<file path="src/rtl/apb_manager.sv">
// APB manager: turns a valid/ready request into one APB transfer and returns the response.
// Optional ACCESS wait-state timeout is compiled in with `define APB_MANAGER_TIMEOUT_EN.
module apb_manager #(
  parameter int AddrWidth     = 32,
  parameter int DataWidth     = 32,
  parameter int TimeoutCycles = 16
) (
  input  logic                 clk,
  input  logic                 nReset,
  input  logic                 reqValid,
  output logic                 reqReady,
  input  logic [AddrWidth-1:0] reqAddr,
  input  logic [DataWidth-1:0] reqWData,
  input  logic                 reqWrite,
  output logic                 rspValid,
  input  logic                 rspReady,
  output logic [DataWidth-1:0] rspRData,
  output logic                 rspErr,
  output logic                 rspTimeout,
  output logic [AddrWidth-1:0] addr,
  output logic [DataWidth-1:0] wData,
  output logic                 write,
  output logic                 sel,
  output logic                 enable,
  input  logic [DataWidth-1:0] rData,
  input  logic                 subErr,
  input  logic                 readyOut
);

  typedef enum logic [1:0] {IDLE, SETUP, ACCESS, RESP} state_t;

  state_t state;
  state_t state_next;
  logic   req_accept;
  logic   access_timeout;
  logic   sel_next;
  logic   enable_next;
  logic   rsp_valid_next;
  logic   req_ready_next;

  if (TimeoutCycles < 1) begin : g_param_check
    $error("apb_manager: TimeoutCycles must be at least 1");
  end

  // A request is taken only when the registered reqReady was already visible to the requester.
  assign req_accept = (state == IDLE) && reqValid && reqReady;

`ifdef APB_MANAGER_TIMEOUT_EN
  localparam int CntWidth = $clog2(TimeoutCycles + 1);

  logic [CntWidth-1:0] wait_cnt;

  assign access_timeout = (state == ACCESS) && !readyOut &&
                          (wait_cnt == CntWidth'(TimeoutCycles - 1));

  always_ff @(posedge clk or negedge nReset) begin
    if (!nReset) begin
      wait_cnt   <= '0;
      rspTimeout <= 1'b0;
    end else begin
      if (state_next == SETUP) begin
        wait_cnt <= '0;
      end else if (state == ACCESS && !readyOut) begin
        wait_cnt <= wait_cnt + CntWidth'(1);
      end
      if (state == ACCESS && readyOut) begin
        rspTimeout <= 1'b0;
      end else if (access_timeout) begin
        rspTimeout <= 1'b1;
      end
    end
  end
`else
  assign access_timeout = 1'b0;
  assign rspTimeout     = 1'b0;
`endif

  always_ff @(posedge clk or negedge nReset) begin
    if (!nReset) begin
      state    <= IDLE;
      sel      <= 1'b0;
      enable   <= 1'b0;
      rspValid <= 1'b0;
      reqReady <= 1'b0;
    end else begin
      state    <= state_next;
      sel      <= sel_next;
      enable   <= enable_next;
      rspValid <= rsp_valid_next;
      reqReady <= req_ready_next;
    end
  end

  // Handshake outputs are decoded from the next state so they are registered yet cycle-exact.
  always_comb begin
    state_next     = state;
    sel_next       = 1'b0;
    enable_next    = 1'b0;
    rsp_valid_next = 1'b0;
    req_ready_next = 1'b0;
    case (state)
      IDLE:    if (req_accept) state_next = SETUP;
      SETUP:   state_next = ACCESS;
      ACCESS:  if (readyOut || access_timeout) state_next = RESP;
      RESP:    if (rspReady) state_next = IDLE;
      default: state_next = IDLE;
    endcase
    case (state_next)
      IDLE:    req_ready_next = 1'b1;
      SETUP:   sel_next       = 1'b1;
      ACCESS: begin
        sel_next    = 1'b1;
        enable_next = 1'b1;
      end
      RESP:    rsp_valid_next = 1'b1;
      default: req_ready_next = 1'b0;
    endcase
  end

  // Transfer fields hold their last value; response fields only move when ACCESS completes.
  always_ff @(posedge clk or negedge nReset) begin
    if (!nReset) begin
      addr     <= '0;
      wData    <= '0;
      write    <= 1'b0;
      rspRData <= '0;
      rspErr   <= 1'b0;
    end else begin
      if (req_accept) begin
        addr  <= reqAddr;
        wData <= reqWData;
        write <= reqWrite;
      end
      if (state == ACCESS && readyOut) begin
        rspErr   <= subErr;
        rspRData <= write ? '0 : rData;
      end else if (access_timeout) begin
        rspErr   <= 1'b1;
        rspRData <= '0;
      end
    end
  end

endmodule

</file>
<file path="config.mk">
export PLATFORM = sky130hd
export DESIGN_NAME = apb_manager
export DESIGN_NICKNAME = d
export VERILOG_FILES = /design/src/rtl/apb_manager.sv
export SDC_FILE = /design/constraint.sdc
export NUM_CORES = 1
export LEC_CHECK = 0
export BUFFER_PORTS_ARGS = -buffer_cell sky130_fd_sc_hd__buf_4
export CAP_MARGIN = 20
export CORE_MARGIN = 3
export CORE_UTILIZATION = 46
export CTS_CLUSTER_SIZE = 24
export DETAILED_ROUTE_END_ITERATION = 12
export GPL_TIMING_DRIVEN = 0
export MAX_ROUTING_LAYER = met4
export PLACE_DENSITY = 0.88
export SLEW_MARGIN = 20
export SYNTH_ARGS = -nofsm -noshare
export SYNTH_HDL_FRONTEND = slang
export SYNTH_SLANG_ARGS = --single-unit
</file>
<file path="constraint.sdc">
create_clock -name clk -period 2 [get_ports clk]
set_clock_uncertainty 0.15 [all_clocks]
set_input_delay 0.2 -clock clk [delete_from_list [all_inputs] [get_ports clk]]
set_output_delay 0.2 -clock clk [all_outputs]
set_load 0.01 [all_outputs]
</file>
# Word-level counts from Yosys, hierarchy flattened
# Cells that the tools add are included.
# totals
register_bits	104
latch_bits	0
mem_bits_rw	0
mem_bits_ro	0
inputBits	103
word_cells	31
memories	0
# op_classes
add_sub_neg	0
mul	0
div_mod_pow	0
magnitude_cmp	0
eq_ne	6
n_shift	0
n_mux	9
bitwise_logic	0
n_reduce_logical	6
# op_table
operator	n
two-way mux 32 bit	1
equality test 2 bit (second input constant)	4
case mux 2 bit (4 select lines)	1
two-way mux 2 bit	3
equality test 2 x 1 -> 1 bit (second input constant)	2
logical NOT 2 bit	2
two-way mux 1 bit	4
logical AND 1 bit	3
OR reduction 2 bit	1

# Longest topological paths before layout
# Gate-level depths: netlist of run 1.
# depth
depth_word	8
ltp_mapped	7
depth_no_buf	3

# Worst setup path after synthesis of run 1
# OpenSTA, ideal clock, no wires.
# synth_timing
path_type	register to register
from	register reqReady
to	register sel
setup_ps	126
arrival_ps	1479
required_ps	1724
setup_slack_ps	245
path_stages_with_launch	7
path_buffers	3
period_less_slack_ps	1755
path_cell_list	dfrtp_1 -> nor4bb_1 -> buf_2 -> buf_6 -> buf_6 -> a211o_1 -> ha_1
# synth_between
elab_chain_len	6
word_cells_on_any_way	7
cone_classes	2 x eq/ne; 3 x mux; 2 x reduce/logical
# synth_rtl
element	line	source
start: declaration	11	output logic reqReady,
start signal: assignment	90	reqReady <= req_ready_next;
logical AND 1 bit (*)	46	assign req_accept = (state == IDLE) && reqValid && reqReady;
two-way mux 2 bit (*)	102	IDLE: if (req_accept) state_next = SETUP;
case mux 2 bit (4 select lines) (*)	101	case (state)
equality test 2 bit or equality test 2 x 1 -> 1 bit (tied branches)	108	case (state_next)
OR reduction 2 bit (no line) (*)	n/a	
two-way mux 1 bit (*)	108	
net sel_next	36	logic sel_next;
end signal: assignment	87	sel <= sel_next;
end: declaration	23	output logic sel,
# Mark *: on every way through the listed nets, which the timed path passes. The rest lies on a longest branch.
# A chain may end at the register's enable or synchronous reset.

# Final worst setup path of run 1
# layout_timing
from	register state[0]
to	register addr[21]
# layout_between
elab_chain_len	3
# layout_rtl
element	line	source
start: declaration	32	state_t state;
start signal: assignment	86	state <= state_next;
logical NOT 2 bit	46	
logical AND 1 bit (2 in a row)	46	
end signal: assignment	130	addr <= reqAddr;
end: declaration	20	output logic [AddrWidth-1:0] addr,
# Every way passes these cells.

==> results of run 1 <==
worst paths after layout:
kind | slack (ps) | to | cells past startpoint | startpoint
worst min-delay path | 40 | rspRData[1]$_DFFE_PN0P_ | 3 | rData[1]
min in group asynchronous | 420 | addr[19]$_DFFE_PN0P_ | 2 | nReset
worst min register to register | 340 | addr[20]$_DFFE_PN0P_ | 1 | addr[20]$_DFFE_PN0P_
worst max-delay path | 90 | addr[21]$_DFFE_PN0P_ | 6 | state[0]$_DFF_PN0_
worst max register to register | 90 | addr[21]$_DFFE_PN0P_ | 6 | state[0]$_DFF_PN0_
max in group asynchronous | 690 | sel$_DFF_PN0_ | 2 | nReset
layout make-up:
cell class	instances	area (um2)	area share
buffer	17	126	0.0189
clock buffer	11	151	0.0226
clock inverter	5	38.8	0.00579
multi-input combinational	144	1430	0.213
sequential	104	2600	0.389
tap	108	135	0.0202
timing repair buffer	272	2210	0.331
routing by layer:
layer	part of all wire	routed length (um)	GRT usage	vias up
met3	0.056	647	0.0415	16
met5	0	0	-	-
met1	0.36	4160	0.244	1574
met2	0.57	6630	0.452	128
met4	0.018	204	0.0777	0
li1	-	-	-	1478
layout by cell type (no fill, tap or decap), drive strengths merged:
master | synthesis | layout
nor2b | 33 | 33
o21a | 2 | 2
a211oi | 1 | 1
dfrtp | 104 | 104
dlygate4sd3 | 0 | 67
mux2 | 98 | 98
clkinvlp | 0 | 1
o21ai | 1 | 1
a211o | 2 | 2
and3b | 1 | 1
inv | 0 | 2
ha | 3 | 3
clkbuf | 3 | 14
nor4bb | 1 | 1
nand3 | 1 | 1
buf | 14 | 219
conb | 1 | 1
clkinv | 0 | 2
kinds of logic (layout without fill, tap and decap cells):
family	count (synthesis)	in the layout	synth area share
adders and majority gates	3	3	0.00906
AOI/OAI and AO/OA	6	6	0.0109
buffers and inverters	17	305	0.0296
other	1	1	0.000905
muxes	98	98	0.266
DFF	104	104	0.628
and+or+nand+nor	36	36	0.0555
worst max-delay path, delay by kind of cell (launching register included):
kind / cells / cell delay (ps)
flip-flops: 1 / 390
buffers and inverters: 4 / 640
AND/OR/NAND/NOR: 1 / 270
multiplexers: 1 / 350
sequential cells by signal (all words and copies together), names as in the netlist, 2 cells and up:
register	cells
rspRData	32
state	2
addr	32
wData	32
where the power goes:
part | leakage (nW) | switching, mW | internal, mW
Combinational | 1.91 | 1.67 | 2.33
Sequential | 1.28 | 0.561 | 3.10
Clock | 0.0963 | 0.715 | 0.531
per-stage QoR:
stage,std cells,hold WS (ps)
after detailed placement,577,228
after global routing,661,35.4
after CTS,661,25.9
after floorplan,265,-246
final,661,43.4
after global placement,577,266
repair_timing:
action                                  4_1_cts  5_1_grt
hold endpoints to repair                    170        0
pin swaps                                     0        0
buffers inserted                              1        0
resized for setup                             0        2
hold buffers                                 67        0
endpoints found under the setup margin        2       13
==> run_results.csv, run 1 <==
group,metric,value,unit
final_layout,nets,654,
floorplan,fp-row-count,34,
detailed_routing,firstDrtPassIters,4,
job,drv_cap,0,
synth,synth_common_cells,"dfrtp_1 (104), mux2_2 (81), nor2b_1 (33)",
sta,min_period_over_period,0.956,
clocking,cts_buffers,9,
final_layout,fill_cells,511,
worst_setup_path,critical_path.max_stage_delay,390,ps
floorplan,die_h,101,um
global_route,antenna_found_initial,0,
clocking,htree_levels,3,
pwr,ir_worst_vdd,0.000757,V
detailed_routing,ant_nets,0,
floorplan,fp.dieW,101,um
synth,postSynthCellCount,265,
worst_setup_path,cp-start-kind,"register",
final_layout,final_area,6690,um2
placement,dpl_cell_area,5820,um2
worst_setup_path,cp-end-kind,"register",
global_route,grt_max_degree,105,
pwr,power_leakage,3.29,nW
pwr,power,8.91,mW
placement,hpwlAfterDp,7.45,mm
worst_hold_path,min_path_type,"in -> reg",
global_route,grt_pass1_wl,18.0,mm
worst_setup_path,crit_path_max_fanout,10,
final_layout,drive_gt1_frac,0.573,
placement,gp_congestion,0.763,
detailed_routing,wl_per_cell,17.6,um
worst_setup_path,path_common_cell,"buf_6",
status,status,"finished, final reports clean",
global_route,track_usage,0.237,
worst_setup_path,path_class,"reg -> reg",
worst_setup_path,required,2070,ps
synth,synth_flop_cell,"dfrtp_1",
worst_setup_path,cp_data_arrival_time,1980,ps
synth,synth_edf_count,0,
sta,tightest_slew,907,ps
sta,slew_viol_final,0,
synth,syn_area_per_cell,15.6,um2
floorplan,io_pins,206,
synth,synth_area,4150,um2
detailed_routing,viasPerCell,4.84,
worst_setup_path,cp_slowest_cell,"dfrtp_1",
floorplan,dieArea,10200,um2
sta,clock.fmax,523,MHz
detailed_routing,num_vias,3196,
final_layout,area_growth,61.5,%
synth,ys_ff_latch,104,
synth,synthTopCellsByArea,"dfrtp_1 (63%), mux2_2 (22%), nor2b_1 (5.0%)",
clocking,clock_sinks,104,
synth,synth.most_common_cell,"dfrtp_1",
global_route,grt_pass1_vias,3535,
synth,yosys.area.top_type,"dfrtp_1",
sta,setup_slack,88.3,ps
clocking,clk_pin_slew,100,ps
global_route,overflow,0,
synth,yosysTopAreaCellShare,0.628,
synth,syn_nets,371,
detailed_routing,wl,11.6,mm
detailed_routing,drt_iter0_drc,61,
clocking,root_buffer,"clkbuf_8",
synth,yosysSeqAreaShare,0.628,
floorplan,coreArea,8720,um2
clocking,clockBufferDepth,2,
final_layout,utilization,0.768,
sta,hold_violations,0,
worst_setup_path,crit_chain,"buf_6 -> nor4bb_2 -> buf_2 -> buf_6 -> buf_8 -> mux2_1",
sta,rsz0062_at_grt,"false",
clocking,cts_tree,"built",
synth,ys_warn_count,0,
sta,period_needed,1910,ps
placement,post-place-ws,-0.468,ps
synth,synth.distinct_cells,18,
placement,portBuffers,204,
synth,synthArstFlopShare,1.00,
sta,setup_viol,0,
floorplan,initial_core_util,0.475,
pwr,power_density,1330,nW/um2
detailed_routing,route.detailed.drc,0,
clocking,clock_latency,350,ps
sta,finalSetupTns,0,ps
final_layout,diodes,0,
sta,slew_headroom,0.395,
Power figures use the tool's default switching activity.
==> inputs of run 2 (changes only) <==
- CORE_ASPECT_RATIO: default -> 0.75
==> run 2 against run 1 <==
Fmax increased by 0.64%. Worst hold slack improved by 12 ps. Routed wire length increased by 1.3%. Largest cell class unchanged. Critical path depth unchanged.
==> run_results.csv, run 2 (synthesized netlist as in run 1, its figures left out) <==
group,metric,value,unit
sta,clock.fmax,526,MHz
final_layout,drive_gt1_frac,0.571,
worst_hold_path,min_path_cells,3,
clocking,clock_latency,330,ps
detailed_routing,route.detailed.drc,0,
global_route,track_usage,0.239,
sta,whs,55.3,ps
clocking,cts_tree,"built",
final_layout,final_common_cell,"buf_4",
final_layout,nets,654,
global_route,overflow,0,
pwr,power_density,1380,nW/um2
detailed_routing,ant_nets,0,
placement,post-place-ws,9.07,ps
final_layout,final_area,6820,um2
placement,gp_congestion,0.762,
pwr,clock_power_share,0.181,
final_layout,instances_no_fill,661,
worst_setup_path,cp_data_arrival_time,1950,ps
sta,setup_slack,100,ps
job,drv_cap,0,
worst_setup_path,rr_endpoint,"addr[21]$_DFFE_PN0P_",
pwr,internal_power,6.44,mW
sta,finalSetupTns,0,ps
pwr,pwr-share-seq,0.391,
clocking,cts_buffers,9,
detailed_routing,viasPerCell,4.85,
placement,hpwlAfterDp,7.99,mm
worst_setup_path,crit_chain,"buf_6 -> nor4bb_4 -> buf_4 -> buf_12 -> buf_8 -> mux2_1",
worst_setup_path,reg2regPathDepth,6,
worst_setup_path,r2r_slack,100,ps
placement,dp_cells,577,
sta,slew_headroom,0.386,
final_layout,final_cell_mix,"buf_4 (208), dfrtp_1 (104), mux2_2 (81)",
floorplan,coreArea,8600,um2
sta,slew_viol_final,0,
sta,tightest_slew,920,ps
status,status,"finished, final reports clean",
placement,dpl_cell_area,5820,um2
clocking,clk_pin_slew,70,ps
clocking,clockBufferDepth,2,
sta,hold_violations,0,
detailed_routing,wl_per_cell,17.9,um
pwr,comb_power_share,0.428,
floorplan,fp-row-count,29,
clocking,root_buffer,"clkbuf_16",
worst_hold_path,hp-start,"rspReady",
pwr,swShare,0.316,
worst_setup_path,cp-start-kind,"register",
final_layout,area_growth,64.6,%
worst_setup_path,r2r-start,"state[0]$_DFF_PN0_",
final_layout,seqCellArea,2600,um2
worst_setup_path,crit_cells,6,
detailed_routing,wl,11.8,mm
global_route,grt_pass1_wl,18.0,mm
detailed_routing,drt_iter0_drc,119,
floorplan,dieArea,10200,um2
worst_setup_path,cp-end-kind,"register",
global_route,grt_max_degree,105,
final_layout,fill_cells,486,
clocking,clock_sinks,104,
floorplan,fp.dieW,116,um
global_route,antenna_found_initial,0,
sta,setup_viol,0,
worst_setup_path,crit_path_max_fanout,10,
floorplan,die_h,88.2,um
worst_setup_path,cp_slowest_cell,"dfrtp_1",
worst_setup_path,path_class,"reg -> reg",
placement,portBuffers,204,
worst_hold_path,min_path_type,"in -> reg",
pwr,netSwitchingPower,2.98,mW
final_layout,multiInputGateArea,1440,um2
global_route,grt_pass1_vias,3556,
pwr,ir_worst_vdd,0.00105,V
worst_setup_path,path_buf_inv,4,
floorplan,io_pins,206,
sta,period_needed,1900,ps
final_layout,top_regs,"addr x32, rspRData x32, wData x32",
detailed_routing,num_vias,3204,
sta,rsz0062_at_grt,"true",
worst_setup_path,critical_path.max_stage_delay,370,ps
worst_setup_path,cp_top_family,"buffers and inverters",
detailed_routing,firstDrtPassIters,4,
worst_hold_path,hold_end,"state[1]$_DFF_PN0_",
clocking,htree_levels,3,
floorplan,initial_core_util,0.482,
sta,min_period_over_period,0.950,
pwr,power_leakage,3.35,nW
worst_setup_path,required,2060,ps
run 2: worst max-delay path by stage:
stage / endpoint / from
floorplan: sel$_DFF_PN0_ / reqReady$_DFF_PN0_
detailed placement: addr[26]$_DFFE_PN0P_ / state[0]$_DFF_PN0_
global placement: sel$_DFF_PN0_ / state[0]$_DFF_PN0_
finish: addr[21]$_DFFE_PN0P_ / state[0]$_DFF_PN0_
CTS: addr[25]$_DFFE_PN0P_ / state[0]$_DFF_PN0_
global route: sel$_DFF_PN0_ / state[0]$_DFF_PN0_
run 2: routing by layer:
metal | GRT usage | up-vias | wire length [um]
met3 | 0.0526 | 21 | 671
met2 | 0.441 | 114 | 6400
li1 | - | 1473 | -
met5 | - | - | 0
met1 | 0.256 | 1596 | 4490
met4 | 0.0780 | 0 | 246
run 2: stage by stage:
stage                     power [mW]  utilization
after CTS                       9.43        0.788
after global routing            9.94        0.793
after floorplan                 5.41            -
after detailed placement        7.58        0.676
after global placement          7.36        0.676
final                           9.41        0.793
run 2: worst register-to-register path, delay by kind of cell, from the launching register on:
kind / cells / cell delay [ps]
buf+inv: 4 / 630
flops: 1 / 370
mux: 1 / 360
simple gates: 1 / 270
run 2: power groups by stage:
stage                     logic, mW  clock network [mW]  registers [mW]
final                          4.03                1.70            3.68
after global routing           4.30                1.84            3.81
after CTS                      4.02                1.75            3.66
after detailed placement       3.90                   0            3.68
after global placement         3.76                   0            3.60
after floorplan                1.33                   0            4.08
run 2: layout make-up:
| type | instances | share of cell area |
|---|---|---|
| flip-flops and latches | 104 | 0.382 |
| clock buffers | 11 | 0.0356 |
| repair buffers | 272 | 0.324 |
| plain buffers | 17 | 0.0213 |
| clock inverters | 4 | 0.00660 |
| diodes | 1 | 0.000367 |
| well taps | 108 | 0.0198 |
| multi-input cells | 144 | 0.210 |
run 2: what timing repair did:
action                                 4_1_cts  5_1_grt
hold buffers                                67        0
endpoints found under the hold margin      170        0
setup buffers                                0        1
setup endpoints to repair                    3       20
pin swaps                                    0        0
resized for setup                            1        7
==> inputs of run 3 (changes only) <==
- GPL_TIMING_DRIVEN: 0 -> default
==> run 3 against run 2 <==
Via count decreased by 1.1%. Count of clock-buffer cells in the layout decreased by 1. Sequential cell count unchanged. Worst setup slack improved by 59 ps. Sequential power about the same. Register-to-register slack improved by 60 ps. Final cell count decreased by 1.8%. Sequential share of layout area increased by 0.56 points. Worst hold slack improved by 14 ps. First-iteration DRC count increased by 12%. Die area unchanged. Clock power decreased by 8%. Critical path type unchanged. Largest cell class unchanged. Largest power group unchanged. Highest routed layer unchanged.
==> run_results.csv, run 3 (synthesized netlist as in run 1, its figures left out) <==
group,metric,value,unit
status,status,"finished, final reports clean",
sta,min_period_over_period,0.920,
sta,finalSetupTns,0,ps
sta,period_needed,1840,ps
sta,rsz0062_at_grt,"false",
final_layout,drive_gt1_frac,0.567,
detailed_routing,drt_iter0_drc,133,
floorplan,dieArea,10200,um2
floorplan,die_h,88.2,um
final_layout,final_cell_mix,"buf_4 (207), dfrtp_1 (104), mux2_2 (81)",
worst_setup_path,critical_path.max_stage_delay,450,ps
worst_setup_path,crit_chain,"nor4bb_4 -> buf_4 -> mux2_2",
clocking,clockBufferDepth,2,
pwr,power_density,1370,nW/um2
sta,tightest_slew,552,ps
floorplan,fp.dieW,116,um
worst_setup_path,cp_slowest_cell,"dfrtp_1",
sta,slew_viol_final,0,
worst_setup_path,cp_data_arrival_time,1900,ps
sta,clock.fmax,543,MHz
global_route,grt_pass1_wl,17.3,mm
clocking,clock_latency,330,ps
final_layout,instances_no_fill,649,
sta,slew_headroom,0.632,
placement,hpwlAfterDp,7.24,mm
final_layout,diodes,0,
worst_setup_path,cp-end-kind,"register",
floorplan,initial_core_util,0.482,
detailed_routing,wl_per_cell,17.4,um
pwr,ir_worst_vdd,0.000976,V
placement,dpl_cell_area,5790,um2
pwr,power_leakage,3.28,nW
placement,post-place-ws,176,ps
pwr,power,9.22,mW
floorplan,fp-row-count,29,
worst_setup_path,required,2060,ps
sta,setup_slack,160,ps
detailed_routing,viasPerCell,4.88,
sta,setup_viol,0,
final_layout,final_common_cell,"buf_4",
placement,gp_congestion,0.748,
floorplan,coreArea,8600,um2
global_route,track_usage,0.228,
placement,portBuffers,204,
job,drv_cap,0,
global_route,overflow,0,
final_layout,top_regs,"addr x32, rspRData x32, wData x32",
clocking,cts_tree,"built",
detailed_routing,ant_nets,0,
placement,dp_cells,566,
worst_hold_path,min_path_type,"in -> reg",
global_route,grt_max_degree,105,
detailed_routing,num_vias,3168,
clocking,cts_setup_buffers,0,
clocking,clock_sinks,104,
final_layout,final_area,6720,um2
floorplan,io_pins,206,
detailed_routing,wl,11.3,mm
final_layout,area_growth,62.2,%
sta,hold_violations,0,
final_layout,nets,642,
detailed_routing,firstDrtPassIters,4,
worst_setup_path,cp-start-kind,"register",
sta,whs,69.6,ps
worst_setup_path,path_class,"reg -> reg",
final_layout,utilization,0.782,
detailed_routing,route.detailed.drc,0,
clocking,root_buffer,"clkbuf_16",
clocking,cts_buffers,9,
worst_setup_path,crit_path_max_fanout,21,
global_route,grt_pass1_vias,3410,
clocking,clk_pin_slew,70,ps
global_route,antenna_found_initial,0,
clocking,htree_levels,3,
run 3: worst paths after layout:
kind                       depth (start not counted)  slack [ps]                 start                        to
min in group asynchronous                          3         350                nReset  rspRData[26]$_DFFE_PN0P_
max                                                3         160    state[1]$_DFF_PN0_      wData[5]$_DFFE_PN0P_
min                                                3          70             rData[17]  rspRData[17]$_DFFE_PN0P_
max in group asynchronous                          3         920                nReset       addr[7]$_DFFE_PN0P_
max reg2reg                                        3         160    state[1]$_DFF_PN0_      wData[5]$_DFFE_PN0P_
min reg2reg                                        1         340  addr[25]$_DFFE_PN0P_      addr[25]$_DFFE_PN0P_
run 3: layout make-up:
cell class,instances,area (um2)
clock inverters,6,36.3
flip-flops and latches,104,2600
repair buffers,277,2280
well taps,108,135
clock buffers,10,229
fillers,521,1880
multi-input cells,144,1440
run 3: timing repair:
item | CTS | global route
hold buffers | 67 | 0
hold endpoints to repair | 170 | 0
gates resized for setup | 0 | 0
run 3: power breakdown:
group | internal [mW] | total [mW] | switching (mW)
combinational | 2.33 | 3.98 | 1.66
clock | 0.837 | 1.56 | 0.722
sequential | 3.11 | 3.68 | 0.575
total | 6.27 | 9.22 | 2.95
run 3: worst max-delay path: cells and delay by family, from the launching register on:
family                 cells  cell delay [ps]
muxes                      1              380
DFF                        1              450
and+or+nand+nor            1              380
buffers and inverters      1              350
run 3: per-layer routing:
metal,part of all wire,global-route usage
met5,0,-
met1,0.38,0.244
met2,0.53,0.409
met3,0.054,0.0560
met4,0.031,0.0927
